$ cat src/rtl/clip_memory_arbiter.sv
`default_nettype none
// ============================================================================
//  Module   : clip_memory_arbiter
//  Purpose  : Shares two single-port clip memory banks between a record write
//             stream and a playback read stream, one access at a time.
//             Build option: ARB_RECORD_PRIORITY_EN (record always wins ties).
//  Revision : 1.0
// ============================================================================
module clip_memory_arbiter #(
    parameter int                    ADDR_WIDTH = 18,
    parameter int                    DATA_WIDTH = 16,
    parameter logic [ADDR_WIDTH-1:0] CLIP_LAST  = {ADDR_WIDTH{1'b1}}
) (
    input  logic                  clock_i,
    input  logic                  reset_i,
    input  logic                  rec_start_i,
    input  logic                  rec_clip_i,
    input  logic                  rec_req_i,
    input  logic [DATA_WIDTH-1:0] rec_data_i,
    output logic                  rec_ack_o,
    output logic                  rec_full_o,
    input  logic                  play_start_i,
    input  logic                  play_clip_i,
    input  logic                  play_req_i,
    output logic                  play_ack_o,
    output logic [DATA_WIDTH-1:0] play_data_o,
    output logic                  play_valid_o,
    output logic                  play_end_o,
    output logic [ADDR_WIDTH-1:0] mem_addr_o,
    output logic [DATA_WIDTH-1:0] mem_data_o,
    input  logic [DATA_WIDTH-1:0] mem_data_i,
    output logic                  mem_rw_o,
    output logic                  mem_0_enable_o,
    output logic                  mem_1_enable_o
);

    localparam logic [ADDR_WIDTH-1:0] c_ptr_zero = '0;
    localparam logic [ADDR_WIDTH-1:0] c_ptr_one  = {{(ADDR_WIDTH-1){1'b0}}, 1'b1};

    typedef enum logic [1:0] {
        ST_IDLE      = 2'd0,
        ST_WRITE     = 2'd1,
        ST_READ      = 2'd2,
        ST_READ_WAIT = 2'd3
    } state_t;

    state_t r_state;
    state_t w_next_state;

    logic [1:0]            r_reset_sync;
    logic                  w_reset_n;

    logic [ADDR_WIDTH-1:0] r_rec_ptr;
    logic [ADDR_WIDTH-1:0] r_play_ptr;
    logic                  r_rec_clip;
    logic                  r_play_clip;
    logic                  r_rec_full;
    logic                  r_play_end;

    logic                  r_rec_ack;
    logic                  r_play_ack;
    logic                  r_play_valid;
    logic [DATA_WIDTH-1:0] r_play_data;
    logic [ADDR_WIDTH-1:0] r_mem_addr;
    logic [DATA_WIDTH-1:0] r_mem_data;
    logic                  r_mem_rw;
    logic                  r_mem_0_en;
    logic                  r_mem_1_en;

    logic                  w_rec_eligible;
    logic                  w_play_eligible;
    logic                  w_grant_rec;
    logic                  w_grant_play;
    logic                  w_issue_write;
    logic                  w_issue_read;

    // Reset asserts immediately but releases on a clock edge to avoid
    // recovery/removal problems in the downstream flops.
    always_ff @(posedge clock_i or negedge reset_i) begin
        if (!reset_i) begin
            r_reset_sync <= 2'b00;
        end else begin
            r_reset_sync <= {r_reset_sync[0], 1'b1};
        end
    end

    assign w_reset_n = r_reset_sync[1];

    assign w_rec_eligible  = rec_req_i  && !r_rec_full;
    assign w_play_eligible = play_req_i && !r_play_end;

`ifdef ARB_RECORD_PRIORITY_EN
    assign w_grant_rec = w_rec_eligible;
`else
    logic r_last_grant_play;

    // On a tie, serve whichever stream was not served last.
    assign w_grant_rec = w_rec_eligible && (!w_play_eligible || r_last_grant_play);

    always_ff @(posedge clock_i or negedge w_reset_n) begin
        if (!w_reset_n) begin
            r_last_grant_play <= 1'b1;
        end else if (w_issue_write) begin
            r_last_grant_play <= 1'b0;
        end else if (w_issue_read) begin
            r_last_grant_play <= 1'b1;
        end
    end
`endif

    assign w_grant_play = w_play_eligible && !w_grant_rec;

    always_ff @(posedge clock_i or negedge w_reset_n) begin
        if (!w_reset_n) begin
            r_state <= ST_IDLE;
        end else begin
            r_state <= w_next_state;
        end
    end

    always_comb begin
        w_next_state  = r_state;
        w_issue_write = 1'b0;
        w_issue_read  = 1'b0;
        case (r_state)
            ST_IDLE: begin
                if (w_grant_rec) begin
                    w_next_state  = ST_WRITE;
                    w_issue_write = 1'b1;
                end else if (w_grant_play) begin
                    w_next_state  = ST_READ;
                    w_issue_read  = 1'b1;
                end
            end
            ST_WRITE:     w_next_state = ST_IDLE;
            ST_READ:      w_next_state = ST_READ_WAIT;
            ST_READ_WAIT: w_next_state = ST_IDLE;
            default:      w_next_state = ST_IDLE;
        endcase
    end

    // Memory-side outputs are loaded on the grant edge so the access uses the
    // pointer and clip select that were current when it was granted.
    always_ff @(posedge clock_i or negedge w_reset_n) begin
        if (!w_reset_n) begin
            r_rec_ack    <= 1'b0;
            r_play_ack   <= 1'b0;
            r_play_valid <= 1'b0;
            r_play_data  <= '0;
            r_mem_addr   <= '0;
            r_mem_data   <= '0;
            r_mem_rw     <= 1'b0;
            r_mem_0_en   <= 1'b0;
            r_mem_1_en   <= 1'b0;
        end else begin
            r_rec_ack    <= 1'b0;
            r_play_ack   <= 1'b0;
            r_play_valid <= 1'b0;
            r_mem_0_en   <= 1'b0;
            r_mem_1_en   <= 1'b0;
            if (w_issue_write) begin
                r_mem_addr <= r_rec_ptr;
                r_mem_data <= rec_data_i;
                r_mem_rw   <= 1'b1;
                r_mem_0_en <= !r_rec_clip;
                r_mem_1_en <= r_rec_clip;
                r_rec_ack  <= 1'b1;
            end else if (w_issue_read) begin
                r_mem_addr <= r_play_ptr;
                r_mem_rw   <= 1'b0;
                r_mem_0_en <= !r_play_clip;
                r_mem_1_en <= r_play_clip;
                r_play_ack <= 1'b1;
            end
            if (r_state == ST_READ_WAIT) begin
                r_play_data  <= mem_data_i;
                r_play_valid <= 1'b1;
            end
        end
    end

    // A start pulse overrides the end-of-access increment.
    always_ff @(posedge clock_i or negedge w_reset_n) begin
        if (!w_reset_n) begin
            r_rec_ptr  <= c_ptr_zero;
            r_rec_full <= 1'b0;
            r_rec_clip <= 1'b0;
        end else if (rec_start_i) begin
            r_rec_ptr  <= c_ptr_zero;
            r_rec_full <= 1'b0;
            r_rec_clip <= rec_clip_i;
        end else if (r_state == ST_WRITE) begin
            if (r_rec_ptr == CLIP_LAST) begin
                r_rec_full <= 1'b1;
            end else begin
                r_rec_ptr <= r_rec_ptr + c_ptr_one;
            end
        end
    end

    always_ff @(posedge clock_i or negedge w_reset_n) begin
        if (!w_reset_n) begin
            r_play_ptr  <= c_ptr_zero;
            r_play_end  <= 1'b0;
            r_play_clip <= 1'b0;
        end else if (play_start_i) begin
            r_play_ptr  <= c_ptr_zero;
            r_play_end  <= 1'b0;
            r_play_clip <= play_clip_i;
        end else if (r_state == ST_READ) begin
            if (r_play_ptr == CLIP_LAST) begin
                r_play_end <= 1'b1;
            end else begin
                r_play_ptr <= r_play_ptr + c_ptr_one;
            end
        end
    end

    assign rec_ack_o      = r_rec_ack;
    assign rec_full_o     = r_rec_full;
    assign play_ack_o     = r_play_ack;
    assign play_data_o    = r_play_data;
    assign play_valid_o   = r_play_valid;
    assign play_end_o     = r_play_end;
    assign mem_addr_o     = r_mem_addr;
    assign mem_data_o     = r_mem_data;
    assign mem_rw_o       = r_mem_rw;
    assign mem_0_enable_o = r_mem_0_en;
    assign mem_1_enable_o = r_mem_1_en;

endmodule
`default_nettype wire

$ cat config.mk
export PLATFORM = sky130hd
export DESIGN_NAME = clip_memory_arbiter
export DESIGN_NICKNAME = d
export VERILOG_FILES = /design/src/rtl/clip_memory_arbiter.sv
export SDC_FILE = /design/constraint.sdc
export NUM_CORES = 1
export LEC_CHECK = 0
export ABC_AREA = 1
export CORE_UTILIZATION = 52
export CTS_CLUSTER_SIZE = 12
export DETAILED_ROUTE_END_ITERATION = 12
export HOLD_SLACK_MARGIN = 0.05
export PLACE_DENSITY = 0.77
export SETUP_SLACK_MARGIN = 0.3
export SKIP_CTS_REPAIR_TIMING = 1
export SLEW_MARGIN = 20
export SYNTH_ARGS = -nofsm -noshare
export SYNTH_HDL_FRONTEND = slang
export SYNTH_SLANG_ARGS = --single-unit
$ cat constraint.sdc
create_clock -name clock_i -period 3.4 [get_ports clock_i]
set_input_delay 0.68 -clock clock_i [delete_from_list [all_inputs] [get_ports clock_i]]
set_output_delay 0.68 -clock clock_i [all_outputs]
set_load 0.03 [all_outputs]
## Word-level counts from Yosys, hierarchy flattened

Cells that the tools add are included.

- Register bits: 101
- Input bits: 40

- Add/sub/neg operators: 2
- Equal/unequal tests: 8
- Muxes and demuxes: 34
- Reductions and logical operators: 22

Operators by type and width:

| kind | number |
|---|---|
| two-way mux 18 bit | 8 |
| adder 18 x 1 -> 18 bit, second input constant | 2 |
| equality test 18 bit, second input constant | 2 |
| two-way mux 1 bit | 23 |
| nonzero test 2 bit | 5 |
| AND reduction 2 bit | 4 |
| zero test 1 bit | 6 |
| one-hot mux 2 bit (3 select lines) | 1 |
| equality test 2 bit, second input constant | 2 |
| logical AND 1 bit | 4 |
| two-way mux 2 bit | 2 |
| inequality test 2 bit, second input constant | 2 |
| inequality test 3 bit, second input constant | 1 |
| equality test 2 x 1 -> 1 bit, second input constant | 1 |
| zero test 2 bit | 1 |
| OR reduction 2 bit | 1 |
| logical OR 1 bit | 1 |

## Logic depth before layout (Yosys ltp)

Gate-level depths: netlist (run 1).

- Depth in word-level cells: 12
- Mapped depth: 10
- Mapped depth without buffers: 10

## Least setup slack after synthesis (run 1)

OpenSTA, ideal clock, no wires.

- Path kind: input port to flip-flop
- Start: in rec_req_i
- End: reg r_mem_addr[10] (netlist: mem_addr_o[10])
- Setup time: 0.125 ns
- Data arrival time: 1.589 ns
- Path slack: 1.687 ns
- Cell stages on the path: 10
- Path buffers: 1
- Cells stage by stage: inv_1 -> nor2_1 -> nand2_1 -> nor2_2 -> inv_1 -> nand2_1 -> inv_2 -> buf_2 -> nand2_1 -> nand3_1

- Cells in the longest elaborated chain, start to end: 8
- Elaborated cells between the ends (all ways): 11
- Those cells by class: 6 x mux; 5 x reduce/logical

Ends and longest elaborated chain:

| item | line | source |
|---|---|---|
| start: declaration | 18 | `input logic rec_req_i,` |
| logical AND 1 bit (*) | 89 | `assign w_rec_eligible = rec_req_i && !r_rec_full;` |
| logical AND 1 bit (*) | 98 | `assign w_grant_rec = w_rec_eligible && (!w_play_eligible \|\| r_last_grant_play);` |
| zero test 1 bit | 111 | `assign w_grant_play = w_play_eligible && !w_grant_rec;` |
| logical AND 1 bit | 111 |  |
| two-way mux 1 bit | 130 | `end else if (w_grant_play) begin` |
| two-way mux 1 bit | 127 | `if (w_grant_rec) begin` |
| two-way mux 1 bit | 125 | `case (r_state)` |
| nonzero test 2 bit (no source line) | - |  |
| end signal: assignment | 162 | `r_mem_addr <= r_rec_ptr;` |
| end signal: assignment | 169 | `r_mem_addr <= r_play_ptr;` |
| end: declaration | 64 | `logic [ADDR_WIDTH-1:0] r_mem_addr;` |

Every way passes the cells marked *; elsewhere a longest branch is shown, timed or not.
A chain may end at the register's enable or synchronous reset.

## Worst setup path in the final report (run 1)

- Start: reg r_rec_full (netlist: rec_full_o)
- End: out rec_full_o

RTL lines:

| item | line | source |
|---|---|---|
| start: declaration | 57 | `logic r_rec_full;` |
| start signal: assignment | 186 | `r_rec_full <= 1'b0;` |
| start signal: assignment | 190 | `r_rec_full <= 1'b0;` |
| start signal: assignment | 194 | `r_rec_full <= 1'b1;` |
| end: declaration | 21 | `output logic rec_full_o,` |

No word-level cell between the ends.

==> results.cfg, run 1 <==
[logic_synthesis]
syn_area_mm2 = 0.00507
yosys_warnings = 0
async_flop_share = 1.00
seq_area_frac_synth = 0.499
synth-adder-area-share = 0.00494
synth_cell_types = 31
ys.flop_type = dfrtp_1
synthSimpleGateAreaFrac = 0.349
synth.area.top_cells = dfrtp_1 49%, nand2_1 21%, nand3_1 6.3%
synth_top_area_cell = dfrtp_1
synth_edf_count = 0
syn_area_per_cell_um2 = 7.58
synth_top_family_by_area = simple AND/OR/NAND/NOR gates
yosysMostFrequentCell = nand2_1
syn-num-nets = 711
synthCells = 669
ys_top_cells_by_count = 285 x nand2_1, 100 x dfrtp_1, 64 x nand3_1
ys_ff_latch = 101
synth.area.mux_share = 0
synth_top_area_frac = 0.494
synth_compound_area_frac = 0.0708
synth_xor_area_frac = 0

[timing]
worst_slew_pin_slew_ns = 0.580
rsz0062_at_grt = no
finalHoldViolations = 0
report.final.slew_viol_count = 0
min_period_ns = 2.12
fin_crit_sh = 0.623
setup_viol = 0
skew_ns = 0.0117
tns_ns = 0
fmax_mhz = 472
slew_headroom = 0.612

[placed_design]
routabilityCongestion = 0.927
place_hpwl_mm = 8.54
dp.cells = 877
portBuffers = 97

[die]
io_pins = 98
die_x_um = 101
die_h_um = 101
core_area_mm2 = 0.00933
rows = 35
initial_core_util = 0.544
die_area_mm2 = 0.0101

[global_route]
antenna_found_initial = 0
track_usage = 0.250
grt_pass1_vias = 4236
grt_max_degree = 86
grt_overflow = 0
grt_first_pass_wirelength_mm = 20.0

[detailed_routing]
wl_met1_mm = 5.28
via_count = 4560
ant_nets = 0
wl_met3_um = 674
wl_per_cell_um = 13.3
drc = 0
via_per_inst = 5.10
wl_mm = 11.9
wl_met2_mm = 5.76
dr.pass1.iters = 5
routed.top_layer = met4
drt_iter0_drc = 237

[run]
max-cap-violations = 0

[final_layout]
areaGrowthSynthToFinish_pct = 24.8
layout.nets = 802
drive_gt1_frac = 0.0876
diodes = 0
multiInputGateArea_mm2 = 0.00216
seqCellArea_mm2 = 0.00253
stdcell_count = 894
fill_cells = 802

[clock_tree]
clkTransAtPathRegs_ns = 0.10
cts-root-buf = clkbuf_8
cts-buffers-inserted = 9
htreeDepth = 3
clk_latency_ns = 0.36
clock_path_buffers = 2
cts.sinks = 101
tritoncts = built

[setup_path]
r2r_cells = 9
path_max_fanout = 3
cp.required_ns = 2.72
crit_family = buffers and inverters
crit_type = reg2out
path_buf_inv = 1
crit_path_start_kind = flop
cp-startpoint = rec_full_o
cp_num_cells = 1
crit-reg2reg-launch = r_rec_ptr[1]
crit_chain = clkdlybuf4s50_1
critical-path-max-stage-delay_ns = 0.70
worstPathArrival_ns = 1.44
worst_path_max_delay_cell = clkdlybuf4s50_1
endpoint_kind = output port

[power_and_ir_drop]
cellPowerDensity_mw_per_mm2 = 634
power_w = 0.00401
p_leak_nw = 3.02
ir_drop_v = 0.000435

[status]
status = completed

[worst_hold_path]
min_path_type = reg2async
-- worst paths after layout --
| path | slack, ns | end |
|---|---|---|
| max | 1.28 | rec_full_o |
| min | 0.34 | mem_data_o[9] |
| max in group asynchronous | 2.42 | mem_1_enable_o |
| max reg2reg | 1.47 | r_rec_ptr[2] |
| min reg2reg | 0.34 | mem_data_o[9] |
| min in group clock_i | 0.36 | r_reset_sync[1] |
-- metal layers --
layer / global-route usage / vias up
li1: - / 2270
met2: 0.409 / 116
met3: 0.0527 / 12
met4: 0.0680 / 0
met1: 0.340 / 2162
met5: 0 / -
-- kinds of logic after synthesis --
| kind of cell | after synthesis |
|---|---|
| flops | 101 |
| fa+ha+maj | 2 |
| simple gates | 420 |
| compound gates | 56 |
| buf+inv | 89 |
| other cells | 1 |
-- state kept, by name (all words and copies together) (netlist names), 2 cells and up --
register      count
mem_addr_o       18
r_play_ptr       18
mem_data_o       16
r_rec_ptr        18
play_data_o      16
r_reset_sync      2
r_state           2
-- layout by cell type, fill, tap and decap left out, types with 2 or more instances in the layout --
cell             count
nand2_1            285
dfrtp_1             99
clkdlybuf4s50_1     97
nand3_1             64
inv_1               62
nor2_1              37
o21ai_2             17
o21ai_1             15
nand2_2             10
o21ai_0             10
clkbuf_8             9
a21oi_1              7
nand4_1              6
buf_4                5
nor2_2               4
or2_2                4
inv_2                3
nor2_4               3
o21bai_1             3
nor3_1               3
clkinvlp_4           3
o22ai_1              2
nand2_4              2
o211ai_1             2
ha_1                 2
-- layout make-up --
class / count / share of cell area
Timing Repair Buffer: 103 / 0.163
Tap cell: 129 / 0.0255
Multi-Input combinational cell: 479 / 0.341
Clock buffer: 10 / 0.0202
Inverter: 66 / 0.0392
Clock inverter: 6 / 0.0115
Sequential cell: 101 / 0.400
-- power breakdown --
| part | switching [W] | total, W | internal (W) |
|---|---|---|---|
| registers | 0.000171 | 0.00164 | 0.00147 |
| logic | 0.00100 | 0.00159 | 0.000588 |
| clock network | 0.000430 | 0.000779 | 0.000349 |
| total | 0.00161 | 0.00401 | 0.00241 |
-- stage by stage --
stage,cell area [µm²],setup WS [ns],utilization,hold WS [ns]
2_1_floorplan,5070,0.380,-,0.331
3_3_place_gp,6110,0.977,0.655,0.339
3_5_place_dp,6110,0.963,0.655,0.339
4_1_cts,6310,1.27,0.676,0.362
5_1_grt,6330,1.23,0.678,0.378
6_report,6330,1.28,0.678,0.337
No activity file was read; power rests on OpenSTA's default activity.
==> inputs of run 2 (changes only) <==
==> constraint.sdc (replaced) <==
create_clock -name clock_i -period 2.1 [get_ports clock_i]
set_input_delay 0.42 -clock clock_i [delete_from_list [all_inputs] [get_ports clock_i]]
set_output_delay 0.42 -clock clock_i [all_outputs]
set_load 0.03 [all_outputs]
==> run 2 against run 1 <==
First-iteration DRC count grew 13%. Setup slack got worse by 0.90 ns. Critical endpoint is now r_play_ptr[13]. Largest cell class unchanged. Wire length up 10%. Critical path type is now reg2reg. Critical path depth increased by 9.
==> results.cfg, run 2 (synthesized netlist as in run 1, its figures left out) <==
[placed_design]
place_hpwl_mm = 9.12
routabilityCongestion = 0.906
portBuffers = 97

[power_and_ir_drop]
ir_drop_v = 0.000684
cellPowerDensity_mw_per_mm2 = 1010
power_switching_share = 0.393
seqPwrFrac = 0.389
p_leak_nw = 3.99
clkPwrFrac = 0.201
p_int_w = 0.00413
p_switching_w = 0.00267
combPwrFrac = 0.410
power_w = 0.00680

[setup_path]
path_max_fanout = 15
worstPathArrival_ns = 2.02
path_buf_inv = 1
crit_type = reg2reg
timing.reg2reg.setup_slack_ns = 0.39
endpoint_kind = flop
crit_chain = ha_4, nand2_2, nor2_4, nand2_4, nor2_4, nand3_1, nand2_2, clkbuf_16, nand2_1, nand2_1
crit_path_start_kind = flop
worst_path_max_delay_cell = dfrtp_2
crit_family = simple AND/OR/NAND/NOR gates
critical-path-max-stage-delay_ns = 0.42
cp.required_ns = 2.40

[clock_tree]
cts-root-buf = clkbuf_8
clkTransAtPathRegs_ns = 0.10
cts.sinks = 101
tritoncts = built
cts-buffers-inserted = 9
clock_path_buffers = 2
clk_latency_ns = 0.37
htreeDepth = 3

[global_route]
grt_use_met1 = 0.321
antenna_found_initial = 0
grt_util_met3 = 0.0444
track_usage = 0.254
grt_first_pass_wirelength_mm = 20.4
grt_overflow = 0
use_met2 = 0.439
grt_pass1_vias = 4517
grt.busiest_layer = met2
grt_max_degree = 40

[status]
status = completed

[timing]
setup_viol = 0
rsz0062_at_grt = no
fmax_mhz = 584
worst_slew_pin_slew_ns = 0.618
slew_headroom = 0.583
skew_ns = 0.00962
tns_ns = 0
fin_crit_sh = 0.816
min_period_ns = 1.71
finalHoldViolations = 0
report.final.slew_viol_count = 0

[detailed_routing]
dr.pass1.iters = 5
drt_iter0_drc = 268
drc = 0
via_per_inst = 5.13
via_count = 4687
wl_mm = 13.1
wl_per_cell_um = 14.3
ant_nets = 0

[die]
rows = 35
die_x_um = 101
die_h_um = 101
core_area_mm2 = 0.00933
die_area_mm2 = 0.0101
io_pins = 98
initial_core_util = 0.544

[final_layout]
diodes = 0
final_cell_mix = 283 x nand2_1, 93 x dfrtp_1, 64 x nand3_1
fill_cells = 714
layout_commonest_cell = nand2_1
areaGrowthSynthToFinish_pct = 33.3
drive_gt1_frac = 0.126
layout.nets = 822

[worst_hold_path]
min_path_type = in2async

[run]
max-cap-violations = 0
==> run 2: cell type report <==
cell class / count / area (µm²) / share of cell area
sequential: 101 / 2540 / 0.376
multi-input combinational: 479 / 2210 / 0.327
timing repair buffer: 123 / 1380 / 0.205
inverter: 66 / 248 / 0.0367
tap: 129 / 161 / 0.0239
clock buffer: 10 / 128 / 0.0189
clock inverter: 6 / 88.8 / 0.0131
==> run 2: per-layer routing <==
metal	share of wire	wire (µm)	up-vias
li1	-	-	2300
met3	0.056	732	20
met1	0.42	5440	2206
met5	0	0	-
met4	0.020	257	0
met2	0.51	6640	161
==> run 2: power by group through the flow <==
stage / sequential [W] / clock [W] / combinational (W)
after global placement: 0.00267 / 0 / 0.00260
after global routing: 0.00270 / 0.00146 / 0.00300
final: 0.00265 / 0.00137 / 0.00279
after floorplan: 0.00339 / 0 / 0.000882
after CTS: 0.00266 / 0.00139 / 0.00268
after detailed placement: 0.00270 / 0 / 0.00267
==> run 2: worst register-to-register path: stages, from the launching register on <==
cell and delay [ns]:
dfrtp_2 0.42, ha_4 0.16, nand2_2 0.09, nor2_4 0.20, nand2_4 0.10, nor2_4 0.12
nand3_1 0.08, nand2_2 0.15, clkbuf_16 0.20, nand2_1 0.06, nand2_1 0.07
==> run 2: metrics by stage <==
stage,std cells,setup slack [ns],utilization,instance area (µm²),hold slack (ns)
6_report,914,0.387,0.724,6760,0.202
5_1_grt,914,0.282,0.724,6760,0.198
4_1_cts,903,0.207,0.690,6430,0.191
3_5_place_dp,887,0.228,0.667,6220,0.335
3_3_place_gp,887,0.274,0.667,6220,0.333
2_1_floorplan,669,0.405,-,5070,0.124
==> run 2: worst paths after layout <==
check,startpoint,to,depth (start not counted)
worst max register to register,r_play_ptr[1],r_play_ptr[13],10
min in group clock_i,r_reset_sync[0],r_reset_sync[1],0
worst min-delay path,reset_i,r_reset_sync[1],1
worst min register to register,r_reset_sync[1],rec_ack_o,0
max in group asynchronous,r_reset_sync[1],rec_full_o,1
worst max-delay path,r_play_ptr[1],r_play_ptr[13],10
==> inputs of run 3 (changes only) <==
--- a/config.mk
+++ b/config.mk
@@ -6,11 +6,11 @@
 export NUM_CORES = 1
 export LEC_CHECK = 0
 export ABC_AREA = 1
-export CORE_UTILIZATION = 52
+export CORE_UTILIZATION = 47
 export CTS_CLUSTER_SIZE = 12
 export DETAILED_ROUTE_END_ITERATION = 12
 export HOLD_SLACK_MARGIN = 0.05
-export PLACE_DENSITY = 0.77
+export PLACE_DENSITY = 0.73
 export SETUP_SLACK_MARGIN = 0.3
 export SKIP_CTS_REPAIR_TIMING = 1
 export SLEW_MARGIN = 20
==> constraint.sdc (replaced) <==
create_clock -name clock_i -period 1.4 [get_ports clock_i]
set_input_delay 0.28 -clock clock_i [delete_from_list [all_inputs] [get_ports clock_i]]
set_output_delay 0.28 -clock clock_i [all_outputs]
set_load 0.03 [all_outputs]
==> run 3 against run 2 <==
The flow now finishes with violations (negative setup slack). Critical path type unchanged. Combinational power rose by 120%. Utilization grew 5.5 points. Clock power increased by 39%. First-iteration DRC count increased by 50%. Largest power group unchanged. Global-route usage decreased by 1.5 points. Via count up 12%. Critical path depth is 4 lower.
==> results.cfg, run 3 (synthesized netlist as in run 1, its figures left out) <==
[setup_path]
worstPathArrival_ns = 1.83
timing.reg2reg.setup_slack_ns = -0.16
crit_chain = inv_2, o21ai_0, nand2_8, clkbuf_16, nand2_1, o21ai_2
endpoint_kind = flop
crit_family = compound AO/OA/AOI/OAI gates
crit-reg2reg-launch = r_state[0]
worst_path_max_delay_cell = o21ai_0
path_max_fanout = 6
r2r_end = r_rec_ptr[6]
crit_type = reg2reg
path_buf_inv = 2
r2r_cells = 6
cp.required_ns = 1.67
critical-path-max-stage-delay_ns = 0.51
crit_path_start_kind = flop

[detailed_routing]
via_count = 5234
drt_iter0_drc = 402
dr.pass1.iters = 5
ant_nets = 0
wl_per_cell_um = 15.9
wl_mm = 16.0
via_per_inst = 5.18
drc = 0

[final_layout]
finalInstanceArea_mm2 = 0.00808
layout.nets = 912
drive_gt1_frac = 0.413
final_cell_mix = 211 x nand2_1, 94 x dfrtp_1, 94 x buf_4
post-route-util = 0.780
diodes = 0
layout_commonest_cell = nand2_1
areaGrowthSynthToFinish_pct = 59.5

[timing]
layout_setup_ws_ns = -0.159
skew_ns = 0.0126
worst_slew_pin_slew_ns = 0.623
fin_hold_ws_ns = 0.0607
fin_crit_sh = 1.11
finalHoldViolations = 0
rsz0062_at_grt = yes
fmax_mhz = 641
setup_viol = 43
report.final.slew_viol_count = 0
slew_headroom = 0.580
min_period_ns = 1.56

[power_and_ir_drop]
cellPowerDensity_mw_per_mm2 = 1510
combPwrFrac = 0.505
clkPwrFrac = 0.157
power_w = 0.0122
p_int_w = 0.00717
seqPwrFrac = 0.339
p_switching_w = 0.00503
ir_drop_v = 0.00105
power_switching_share = 0.412
p_leak_nw = 4.14

[die]
die_area_mm2 = 0.0112
die_x_um = 106
rows = 37
die_h_um = 106
initial_core_util = 0.489
io_pins = 98
core_area_mm2 = 0.0104

[status]
status = complete, but fails checks
violations = negative setup slack

[global_route]
grt_overflow = 0
antenna_found_initial = 0
grt.busiest_layer = met2
grt_use_met1 = 0.316
grt_pass1_vias = 4699
grt_max_degree = 61
grt_util_met3 = 0.0303
grt_first_pass_wirelength_mm = 21.4
track_usage = 0.239
use_met2 = 0.408

[clock_tree]
clk_latency_ns = 0.37
clkTransAtPathRegs_ns = 0.10
htreeDepth = 3
cts.sinks = 101
clock_path_buffers = 2
cts-root-buf = clkbuf_8
tritoncts = built
cts-buffers-inserted = 9

[placed_design]
placed_area_mm2 = 0.00682
portBuffers = 97
place_hpwl_mm = 9.65
routabilityCongestion = 0.858

[run]
max-cap-violations = 0

[worst_hold_path]
min_path_type = in2async
## run 3: cell types whose count changed in the layout (fill, tap and decap cells not counted), moves of 4 or more
cell | previous run | this run
buf_12 | 3 | 10
buf_4 | 21 | 94
buf_6 | 0 | 61
dlymetal6s2s_1 | 58 | 0
inv_1 | 62 | 56
nand2_1 | 283 | 211
nand2_2 | 11 | 49
nand2_4 | 2 | 35
nand3_1 | 64 | 44
nand3_2 | 0 | 19
nor2_1 | 35 | 28
nor2_2 | 5 | 9
o21ai_2 | 17 | 21
## run 3: final cells by class
cell class              count  area (µm²)
multi-input cells         479        2740
flip-flops and latches    101        2540
repair buffers            210        2110
well taps                 136         170
clock buffers              10         128
fillers                   652        2290
inverters                  66         294
repair inverters            3        33.8
clock inverters             6        68.8
## run 3: worst max path at each step
stage,from,to,cells past startpoint
finish,r_state[0],r_rec_ptr[6],6
global route,r_play_ptr[1],r_play_ptr[7],10
CTS,mem_addr_o[10],mem_addr_o[10],1
detailed placement,rec_req_i,mem_addr_o[16],10
global placement,rec_req_i,mem_addr_o[2],10
floorplan,r_rec_ptr[1],r_rec_ptr[6],9
## run 3: worst register-to-register path, stage by stage (launching register included)
cell       delay (ns)
dfrtp_1          0.39
inv_2            0.08
o21ai_0          0.51
nand2_8          0.17
clkbuf_16        0.20
nand2_1          0.06
o21ai_2          0.05
## run 3: layer usage
layer	up-vias	share of wire
met2	196	0.51
li1	2478	-
met3	29	0.052
met1	2531	0.42
met5	-	0
met4	0	0.020
## run 3: power by group through the flow
stage	clock network [W]	registers, W	logic, W
finish	0.00191	0.00413	0.00615
global route	0.00207	0.00418	0.00648
CTS	0.00193	0.00393	0.00444
detailed placement	0	0.00399	0.00442
global placement	0	0.00395	0.00431
floorplan	0	0.00509	0.00151
## run 3: through the flow
stage                     setup TNS [ns]  setup slack, ns  instances
final                              -4.48           -0.159       1011
after global routing               -7.88           -0.226       1011
after CTS                         -21.68           -0.360        975
after detailed placement          -13.29           -0.287        959
after global placement            -11.31           -0.252        959
after floorplan                    -4.59           -0.162        669
